$ cat src/rtl/cmp_rr_scheduler.sv
// cmp_rr_scheduler: shares one W-bit keyed comparator between two requesters.
//   Round-robin arbitration, operand latching, result held until ack,
//   per-requester saturating hit counters.
// Ports:
//   clk, rst_n          clock, synchronous active-low reset
//   req0/x0/y0/key0     requester 0 request + operands (key 0=diff, 1=equal)
//   req1/x1/y1/key1     requester 1 request + operands
//   gnt[1:0]            one-hot grant pulse, one cycle
//   done/done_id/r      result valid (held until ack), owner, compare result
//   ack                 consumer takes the result (only sampled while done=1)
//   hits0/hits1         saturating counts of r=1 results per requester
//   busy                any state other than IDLE

// Combinational keyed comparator: key=0 -> x!=y, key=1 -> x==y.
module cmp_unit #(
  parameter int W = 3
) (
  input  logic [W-1:0] x,
  input  logic [W-1:0] y,
  input  logic         key,
  output logic         r
);
  logic diff, equal;
  assign diff  = |(x ^ y);
  assign equal = &(x ~^ y);
  assign r     = key ? equal : diff;
endmodule

// Saturating up-counter, one per requester.
module hit_cnt #(
  parameter int CNT_W = 8
) (
  input  logic             clk,
  input  logic             rst_n,
  input  logic             inc,
  output logic [CNT_W-1:0] cnt
);
  always_ff @(posedge clk) begin
    if (!rst_n)                cnt <= '0;
    else if (inc && cnt != '1) cnt <= cnt + 1'b1;
  end
endmodule

module cmp_rr_scheduler #(
  parameter int W     = 3,
  parameter int CNT_W = 8
) (
  input  logic             clk,
  input  logic             rst_n,
  input  logic             req0,
  input  logic [W-1:0]     x0,
  input  logic [W-1:0]     y0,
  input  logic             key0,
  input  logic             req1,
  input  logic [W-1:0]     x1,
  input  logic [W-1:0]     y1,
  input  logic             key1,
  output logic [1:0]       gnt,
  output logic             done,
  output logic             done_id,
  output logic             r,
  input  logic             ack,
  output logic [CNT_W-1:0] hits0,
  output logic [CNT_W-1:0] hits1,
  output logic             busy
);
  typedef enum logic [1:0] {IDLE, EVAL, HOLD} state_t;

  state_t state_q, state_d;

  logic         prio;
  logic [W-1:0] xl, yl;
  logic         keyl;
  logic         any_req, win, cmp_r, ack_fire;

  logic [1:0][CNT_W-1:0] hits;

  assign any_req  = req0 | req1;
  // req1 wins when it is alone, or when both ask and it holds priority
  assign win      = req1 & (~req0 | prio);
  assign ack_fire = (state_q == HOLD) & ack;

  // state register
  always_ff @(posedge clk) begin
    if (!rst_n) state_q <= IDLE;
    else        state_q <= state_d;
  end

  // next state
  always_comb begin
    state_d = state_q;
    case (state_q)
      IDLE:    if (any_req) state_d = EVAL;
      EVAL:    state_d = HOLD;
      HOLD:    if (ack) state_d = IDLE;
      default: state_d = IDLE;
    endcase
  end

  // outputs decoded from state
  always_comb begin
    busy = (state_q != IDLE);
  end

  cmp_unit #(.W(W)) u_cmp (.x(xl), .y(yl), .key(keyl), .r(cmp_r));

  // datapath registers; operands only move on an IDLE grant
  always_ff @(posedge clk) begin
    if (!rst_n) begin
      gnt     <= '0;
      done    <= 1'b0;
      done_id <= 1'b0;
      r       <= 1'b0;
      prio    <= 1'b0;
      xl      <= '0;
      yl      <= '0;
      keyl    <= 1'b0;
    end else begin
      gnt <= '0;
      case (state_q)
        IDLE: if (any_req) begin
          gnt     <= win ? 2'b10 : 2'b01;
          done_id <= win;
          xl      <= win ? x1 : x0;
          yl      <= win ? y1 : y0;
          keyl    <= win ? key1 : key0;
        end
        EVAL: begin
          r    <= cmp_r;
          done <= 1'b1;
        end
        HOLD: if (ack) begin
          done <= 1'b0;
          prio <= ~done_id;
        end
        default: ;
      endcase
    end
  end

  for (genvar i = 0; i < 2; i++) begin : g_hit
    hit_cnt #(.CNT_W(CNT_W)) u_hit (
      .clk   (clk),
      .rst_n (rst_n),
      .inc   (ack_fire & r & (done_id == i[0])),
      .cnt   (hits[i])
    );
  end

  assign hits0 = hits[0];
  assign hits1 = hits[1];
endmodule
$ cat config.mk
export PLATFORM = sky130hd
export DESIGN_NAME = cmp_rr_scheduler
export DESIGN_NICKNAME = d
export VERILOG_FILES = /design/src/rtl/cmp_rr_scheduler.sv
export SDC_FILE = /design/constraint.sdc
export NUM_CORES = 1
export LEC_CHECK = 0
export ABC_AREA = 1
export ABC_CLOCK_PERIOD_IN_PS = 1700
export CAP_MARGIN = 20
export CORE_MARGIN = 2
export CORE_UTILIZATION = 35
export DETAILED_ROUTE_END_ITERATION = 16
export PLACE_DENSITY = 0.66
export SYNTH_ARGS = -nofsm -noshare
export SYNTH_HDL_FRONTEND = slang
export SYNTH_SLANG_ARGS = --single-unit
$ cat constraint.sdc
create_clock -name clk -period 1.7 [get_ports clk]
set_clock_uncertainty 0.1 [all_clocks]
set_input_delay 0.17 -clock clk [delete_from_list [all_inputs] [get_ports clk]]
set_output_delay 0.17 -clock clk [all_outputs]
set_load 0.05 [all_outputs]
# Yosys cells after proc, flatten, opt, wreduce, memory -nomap -nowiden
# Index checks and enable logic that the tools add are counted.
[word_totals]
register_bits = 31
inputBits = 19
output_inout_bits = 22
elab_cells = 52
[op_classes]
n_addsub = 2
n_eq_ne = 6
mux = 10
n_bitwise = 11
reduce_logical = 12
[ops]
columns = ["cell", "n"]
rows = [
  ["$add A8 B1 Y8 const B", 2],
  ["$ne A8 B8 Y1 const B", 2],
  ["$reduce_and A2 Y1", 4],
  ["$mux W2", 3],
  ["$mux W3", 2],
  ["$pmux W2 S3", 1],
  ["$reduce_and A3 Y1", 2],
  ["$and A1 B1 Y1", 5],
  ["$ne A2 B2 Y1 const B", 2],
  ["$reduce_bool A2 Y1", 2],
  ["$mux W1", 3],
  ["$reduce_or A3 Y1", 1],
  ["$xnor A3 B3 Y3", 1],
  ["$xor A3 B3 Y3", 1],
  ["$eq A2 B1 Y1 const B", 1],
  ["$eq A2 B2 Y1 const B", 1],
  ["$logic_and A1 B1 Y1", 2],
  ["$logic_not A2 Y1", 1],
  ["$not A1 Y1", 2],
  ["$or A1 B1 Y1", 2],
  ["$pmux W1 S2", 1],
]

# Longest topological paths before layout
# Gate-level depths: netlist of the first run.
[depth]
ltp_word = 5
depth_mapped = 8
mapped_depth_nobuf = 8

# Cells and area by module
# A second synthesis of the first run with hierarchy kept.
[hier_totals]
cells_unflattened = 264
area_unflattened_um2 = 1739.2
[modules_own_cells]
columns = ["mod", "n_inst", "cells_each", "area_each_um2", "seq_area_each_um2"]
rows = [
  ["hit_cnt", 2, 76, 496.7, 160.2],
  ["cmp_rr_scheduler", 1, 92, 666.9, 300.3],
  ["cmp_unit", 1, 20, 78.8, 0.0],
]

# Worst setup path before layout of the first run
# No wires, ideal clock.
[synth_timing]
kind = "register to register"
start = "register g_hit[0].u_hit.cnt[0]"
end = "register g_hit[0].u_hit.cnt[5]"
setup_time_ns = 0.070
arrival_time_ns = 1.586
required_ns = 1.530
path_slack_ns = -0.056
path_stages_with_launch = 8
path_buffers = 0
synth_period_minus_slack_ns = 1.756
path_cell_list = "dfxtp_1 > ha_1 > nand2_1 > nor2_2 > nand2_2 > nand2_4 > nand2_1 > a21oi_1"
[synth_via]
elab_chain_len = 2
word_cells_on_any_way = 3
classes_between = "add/sub: 1; eq/ne: 1; reduce/logical: 1"
[synth_lines]
columns = ["element", "line_no", "source"]
rows = [
  ["from (decl)", "36", "output logic [CNT_W-1:0] cnt"],
  ["from (signal assigned)", "40", "else if (inc && cnt != '1) cnt <= cnt + 1'b1;"],
  ["parallel branches: the longest is 2 deep, another holds $add A8 B1 Y8", "n/a", ""],
]
# Parallel ways; which one is timed is not known.
# A chain may end at the register's enable or synchronous reset.

# Final worst setup path of the first run
[layout_timing]
start = "register g_hit[1].u_hit.cnt[0]"
end = "register g_hit[1].u_hit.cnt[2]"
[layout_via]
elab_chain_len = 2
word_cells_on_any_way = 3
classes_between = "add/sub: 1; eq/ne: 1; reduce/logical: 1"
[layout_lines]
columns = ["element", "line_no"]
rows = [
  ["from (decl)", "36"],
  ["from (signal assigned)", "40"],
  ["parallel branches: the longest is 2 deep, another holds $add A8 B1 Y8", "n/a"],
]
# Parallel ways; which one is timed is not known.

==> results of run 1 <==
==> cell usage in the layout (no fill, tap or decap), drive strengths merged, types with 3 or more instances in the layout <==
| cell | count |
|---|---|
| clkdlybuf4s50 | 18 |
| nand3 | 15 |
| o21ai | 14 |
| nand3b | 3 |
| a21oi | 16 |
| nand2 | 83 |
| inv | 26 |
| buf | 26 |
| nor2 | 24 |
| clkbuf | 6 |
| dfxtp | 31 |
| xor2 | 4 |
| a31oi | 7 |
==> stage by stage <==
step / setup WS, ns / area (µm²) / hold slack, ns
floorplan: 0.101 / 1620 / 0.174
global placement: 0.0923 / 2050 / 0.378
detailed placement: 0.0920 / 2050 / 0.375
CTS: 0.250 / 2140 / 0.347
global route: 0.108 / 2140 / 0.371
finish: 0.252 / 2140 / 0.357
==> state kept, by name, summed over array words and instances (netlist names) <==
register / cells
yl: 3
gnt: 2
done_id: 1
xl: 3
keyl: 1
done: 1
state_q: 2
g_hit.u_hit.cnt: 16
r: 1
prio: 1
==> kinds of logic (layout without fill, tap and decap cells) <==
logic type / count (synthesis) / count (layout) / share of synthesized area
fa+ha+maj: 2 / 2 / 0.0155
compound gates: 38 / 38 / 0.130
xor+xnor: 5 / 5 / 0.0271
simple gates: 130 / 130 / 0.369
buf+inv: 29 / 77 / 0.0750
flops: 31 / 31 / 0.384
==> worst max-delay path: stages (launching register included) <==
cell	delay, ns
dfxtp_2	0.37
ha_1	0.21
nand2_1	0.11
nor2_2	0.16
nand2_2	0.11
nand2_4	0.12
nand2_1	0.06
a21oi_1	0.13
==> routing by layer <==
metal	GRT usage	vias to the layer above	share of wire
li1	-	848	-
met1	0.169	662	0.46
met2	0.242	44	0.45
met3	0.0597	5	0.073
met4	0.0692	0	0.019
met5	0	-	0
==> synth_stat cells, types with 2 or more instances <==
cell type  number
a21oi_1        16
ha_1            2
o21ai_0        11
xor2_1          4
dfxtp_1        31
nand2_4         3
nor2_1         16
inv_1          26
nor3_1          2
o21ai_1         2
nand3b_1        3
nand2_2         2
nand2_1        78
nand4_1         2
nand3_1        14
a31oi_1         6
nor2_2          7
==> power by group <==
group	internal [W]	leakage [nW]	total, W	switching (W)
Clock	0.000317	0.0470	0.000588	0.000271
Sequential	0.000763	0.255	0.000789	0.0000257
Combinational	0.000118	0.610	0.000275	0.000157
Total	0.00120	0.912	0.00165	0.000454
==> final timing paths <==
check / endpoint / slack [ns]
worst max register to register: g_hit[1].u_hit.cnt[2] / 0.25
worst min-delay path: yl[0] / 0.36
worst min register to register: done / 0.38
worst max-delay path: g_hit[1].u_hit.cnt[2] / 0.25
==> final cells by class <==
class                   count  area (µm²)
clock inverters             1        5.00
inverters                  26        97.6
multi-input cells         175         876
flip-flops and latches     31         626
repair buffers             44         388
clock buffers               6        82.6
well taps                  52        65.1
fillers                   439        2270
==> metrics.csv, run 1 <==
stage,metric,value,unit
worst_setup_path,reg2regPathDepth,7,
synth,netlist_area,1620,µm²
sta,min_period,1.45,ns
cts,clock_tree.root_cell,clkbuf_8,
synth,synthTopCellsByArea,"dfxtp_1 38%, nand2_1 18%, inv_1 6.0%, a21oi_1 4.9%, nand3_1 4.3%",
cts,path_clk_slew,0.07,ns
grt,grt_pass1_vias,1375,
finish,drive_gt1_frac,0.191,
job,drv_cap,0,
place,gp_congestion,0.781,
synth,synth_top_area_share,0.384,
power,powerDensity,772,nW/µm²
min_path,min_from,y0[0],
worst_setup_path,worstPathMaxFanout,7,
synth,syn_inst,235,
grt,grt_usage,0.148,
run_status,status,"complete, no violations",
cts,htreeDepth,2,
worst_setup_path,critical_path_class,register to register,
route,wl_per_cell,10.4,µm
floorplanning,die-area,5180,µm²
sta,rsz0062_at_grt,false,
sta,hold_viol,0,
route,wirelength,3490,µm
grt,grt_max_degree,17,
sta,tns,0,ns
worst_setup_path,end_kind,register,
synth,synth_edf_count,0,
place,dp_cells,328,
synth,ys_warn_count,0,
finish,fin_nets,304,
synth,synthFlopType,dfxtp_1,
finish,stdcell_count,335,
cts,ctsResizeCount,0,
grt,grt_overflow,0,
cts,cts.sinks,31,
synth,synth_cell_types,27,
cts,cts_tree,done,
route,drc,0,
cts,cts_setup_buffers,0,
synth,synth-seq-cells,31,
worst_setup_path,cp.required,1.81,ns
route,detail-route-antenna-nets,0,
worst_setup_path,worstSetupStartpointType,register,
power,peakVddDrop,0.000489,V
route,drtPass1Iterations,6,
power,leakagePower,0.912,nW
synth,ys_seq_area_frac,0.384,
floorplanning,ioPinCount,41,
synth,async_flop_share,0,
power,power,0.00165,W
route,drtIter0Drc,97,
sta,max-slew-margin-rel,0.667,
floorplanning,coreArea,4410,µm²
finish,antenna-diode-count,0,
min_path,hold_path_depth,3,
cts,cts_made_buffers,5,
place,io_buffers,40,
route,detail_route.vias_per_cell,4.65,
floorplanning,die_w,72.0,µm
worst_setup_path,rr_startpoint,g_hit[1].u_hit.cnt[0],
sta,setup_viol,0,
sta,fin_crit_sh,0.852,
grt,antenna_found_initial,0,
grt,grt_pass1_wl,5910,µm
cts,clock_path_buffers,2,
route,vias,1559,
floorplanning,die_y,72.0,µm
cts,clkLatencyLatePin,0.28,ns
worst_setup_path,worstSetupStartpoint,g_hit[1].u_hit.cnt[0],
floorplanning,fp-row-count,24,
min_path,hold_class,input pin to register,
worst_setup_path,worstPathArrival,1.56,ns
sta,worst_pin_slew,0.499,ns
finish,area.growth.synth_to_final,32.3,%
synth,synth_top_area_cell,dfxtp_1,
finish,utilization,0.485,
synth,avgSynthCellArea,6.88,µm²
floorplanning,initial_utilization,0.366,
synth,synth_nets,256,
place,dpl.hpwl,2650,µm
cts,cts_hold_buffers,0,
sta,drv_slew,0,
sta,max_freq,691,MHz
Note: power is estimated with default switching activity, not from simulation.
==> run 2: changes to the inputs <==
Settings changed: SLEW_MARGIN from default to 20.
==> results of run 2 <==
No change in the layout: final DEF, timing and power equal those of run 1.
==> run 3: changes to the inputs <==
Settings changed: REMOVE_ABC_BUFFERS from default to 1, SLEW_MARGIN 20 to default.
==> metrics.csv, run 3 (synthesis results as in run 1) <==
stage,metric,value,unit,change
power,peakVddDrop,0.000406,V,-17%
grt,grt_pass1_wl,6110,µm,+3.4%
worst_setup_path,worstPathMaxFanout,7,,unchanged
sta,hold_viol,0,,unchanged
route,vias,1558,,-0.064%
finish,final_cell_mix,"78 x nand2_1, 31 x dfxtp_1, 26 x inv_1",,
place,dpl.hpwl,2630,µm,-0.42%
floorplanning,ioPinCount,41,,unchanged
sta,fin_crit_sh,0.882,,+0.0302
finish,top_register,g_hit.u_hit.cnt,,
worst_setup_path,critical_path_class,register to register,,
cts,cts_tree,done,,
grt,grt_usage,0.150,,+0.00178
cts,cts_setup_buffers,0,,unchanged
route,highest_layer,met4,,
sta,tns,0,ns,unchanged
power,power,0.00171,W,+3.3%
sta,max_freq,667,MHz,-3.4%
route,m1WireLength,1690,µm,+6.0%
grt,antenna_found_initial,0,,unchanged
floorplanning,die_y,72.0,µm,unchanged
worst_setup_path,reg2regPathDepth,7,,unchanged
worst_setup_path,worstSetupStartpointType,register,,
min_path,hold_path_depth,3,,unchanged
place,dp_slack,0.0769,ns,-0.0151 ns
min_path,hold_class,input pin to register,,
finish,largest_reg_flops,16,,unchanged
cts,path_clk_slew,0.07,ns,about the same
finish,mostFrequentLayoutCell,nand2_1,,
sta,rsz0062_at_grt,false,,
floorplanning,die-area,5180,µm²,unchanged
cts,ctsResizeCount,0,,unchanged
place,io_buffers,40,,unchanged
floorplanning,initial_utilization,0.366,,unchanged
power,powerDensity,800,nW/µm²,+3.7%
route,detail_route.vias_per_cell,4.66,,+0.24%
sta,max-slew-margin-rel,0.667,,about the same
finish,top_regs,"g_hit.u_hit.cnt (16), xl (3), yl (3)",,
finish,antenna-diode-count,0,,unchanged
job,drv_cap,0,,unchanged
run_status,status,"complete, no violations",,
route,detail-route-antenna-nets,0,,unchanged
finish,utilization,0.483,,-0.00170
grt,grt_overflow,0,,unchanged
sta,min_period,1.50,ns,+0.0514 ns
worst_setup_path,end_kind,register,,
route,drtIter0Drc,65,,-33%
route,drtPass1Iterations,4,,-2
cts,clock_path_buffers,2,,unchanged
worst_setup_path,worstPathArrival,1.61,ns,+0.05 ns
finish,final.fill_count,461,,+5.0%
cts,clkLatencyLatePin,0.28,ns,about the same
cts,cts_hold_buffers,0,,unchanged
cts,cts.sinks,31,,unchanged
cts,cts_made_buffers,5,,unchanged
route,wl_met2,1580,µm,about the same
grt,grt_pass1_vias,1440,,+4.7%
finish,area.growth.synth_to_final,31.8,%,
floorplanning,fp-row-count,24,,unchanged
sta,setup_viol,0,,unchanged
cts,clock_tree.root_cell,clkbuf_8,,
sta,setup_slack,0.201,ns,-0.0514 ns
finish,fin_nets,302,,-0.66%
route,drc,0,,unchanged
sta,worst_pin_slew,0.499,ns,+0.000347 ns
grt,grt_max_degree,17,,unchanged
route,wirelength,3510,µm,+0.52%
route,wl_per_cell,10.5,µm,+0.82%
sta,drv_slew,0,,unchanged
floorplanning,coreArea,4410,µm²,unchanged
power,leakagePower,0.904,nW,-0.93%
worst_setup_path,cp.required,1.81,ns,about the same
finish,drive_gt1_frac,0.170,,-0.0206
cts,htreeDepth,2,,unchanged
place,gp_congestion,0.825,,+5.6%
route,met3_wirelength,215,µm,-15%
floorplanning,die_w,72.0,µm,unchanged
run 3: path summary, 6_finish.rpt:
path                                             from  slack, ns               endpoint
worst max register to register  g_hit[0].u_hit.cnt[0]       0.20  g_hit[0].u_hit.cnt[7]
worst min register to register                   done       0.38                   done
worst min-delay path                            x0[1]       0.36                  xl[1]
worst max-delay path            g_hit[0].u_hit.cnt[0]       0.20  g_hit[0].u_hit.cnt[7]
run 3: per-layer routing:
metal | track usage | up-vias
li1 | - | 853
met3 | 0.0500 | 2
met2 | 0.237 | 39
met4 | 0.0587 | 0
met5 | 0 | -
met1 | 0.188 | 664
run 3: worst max-delay path: stages (launching register included):
cell	delay [ns]
dfxtp_1	0.40
ha_1	0.24
nand2_1	0.11
nor2_2	0.16
nand2_2	0.10
nand2_4	0.12
nand2_1	0.05
a21oi_1	0.15
run 3: report_power, final:
part | switching (W) | internal, W | leakage (nW)
combinational | 0.000158 | 0.000118 | 0.599
clock | 0.000272 | 0.000369 | 0.0515
sequential | 0.0000264 | 0.000763 | 0.253
total | 0.000456 | 0.00125 | 0.904
run 3: area by class of cell:
class                   instances  area (µm²)  area share
clock buffers                   8         100      0.0469
well taps                      52        65.1      0.0305
inverters                      26        97.6      0.0458
flip-flops and latches         31         621       0.291
multi-input cells             175         876       0.411
repair buffers                 42         373       0.175
run 3: per-stage QoR:
stage	hold WS (ns)	std cells	cell area [µm²]
after CTS	0.344	334	2130
after detailed placement	0.373	326	2030
after global routing	0.366	334	2130
final	0.356	334	2130
after floorplan	0.174	232	1590
after global placement	0.370	326	2030
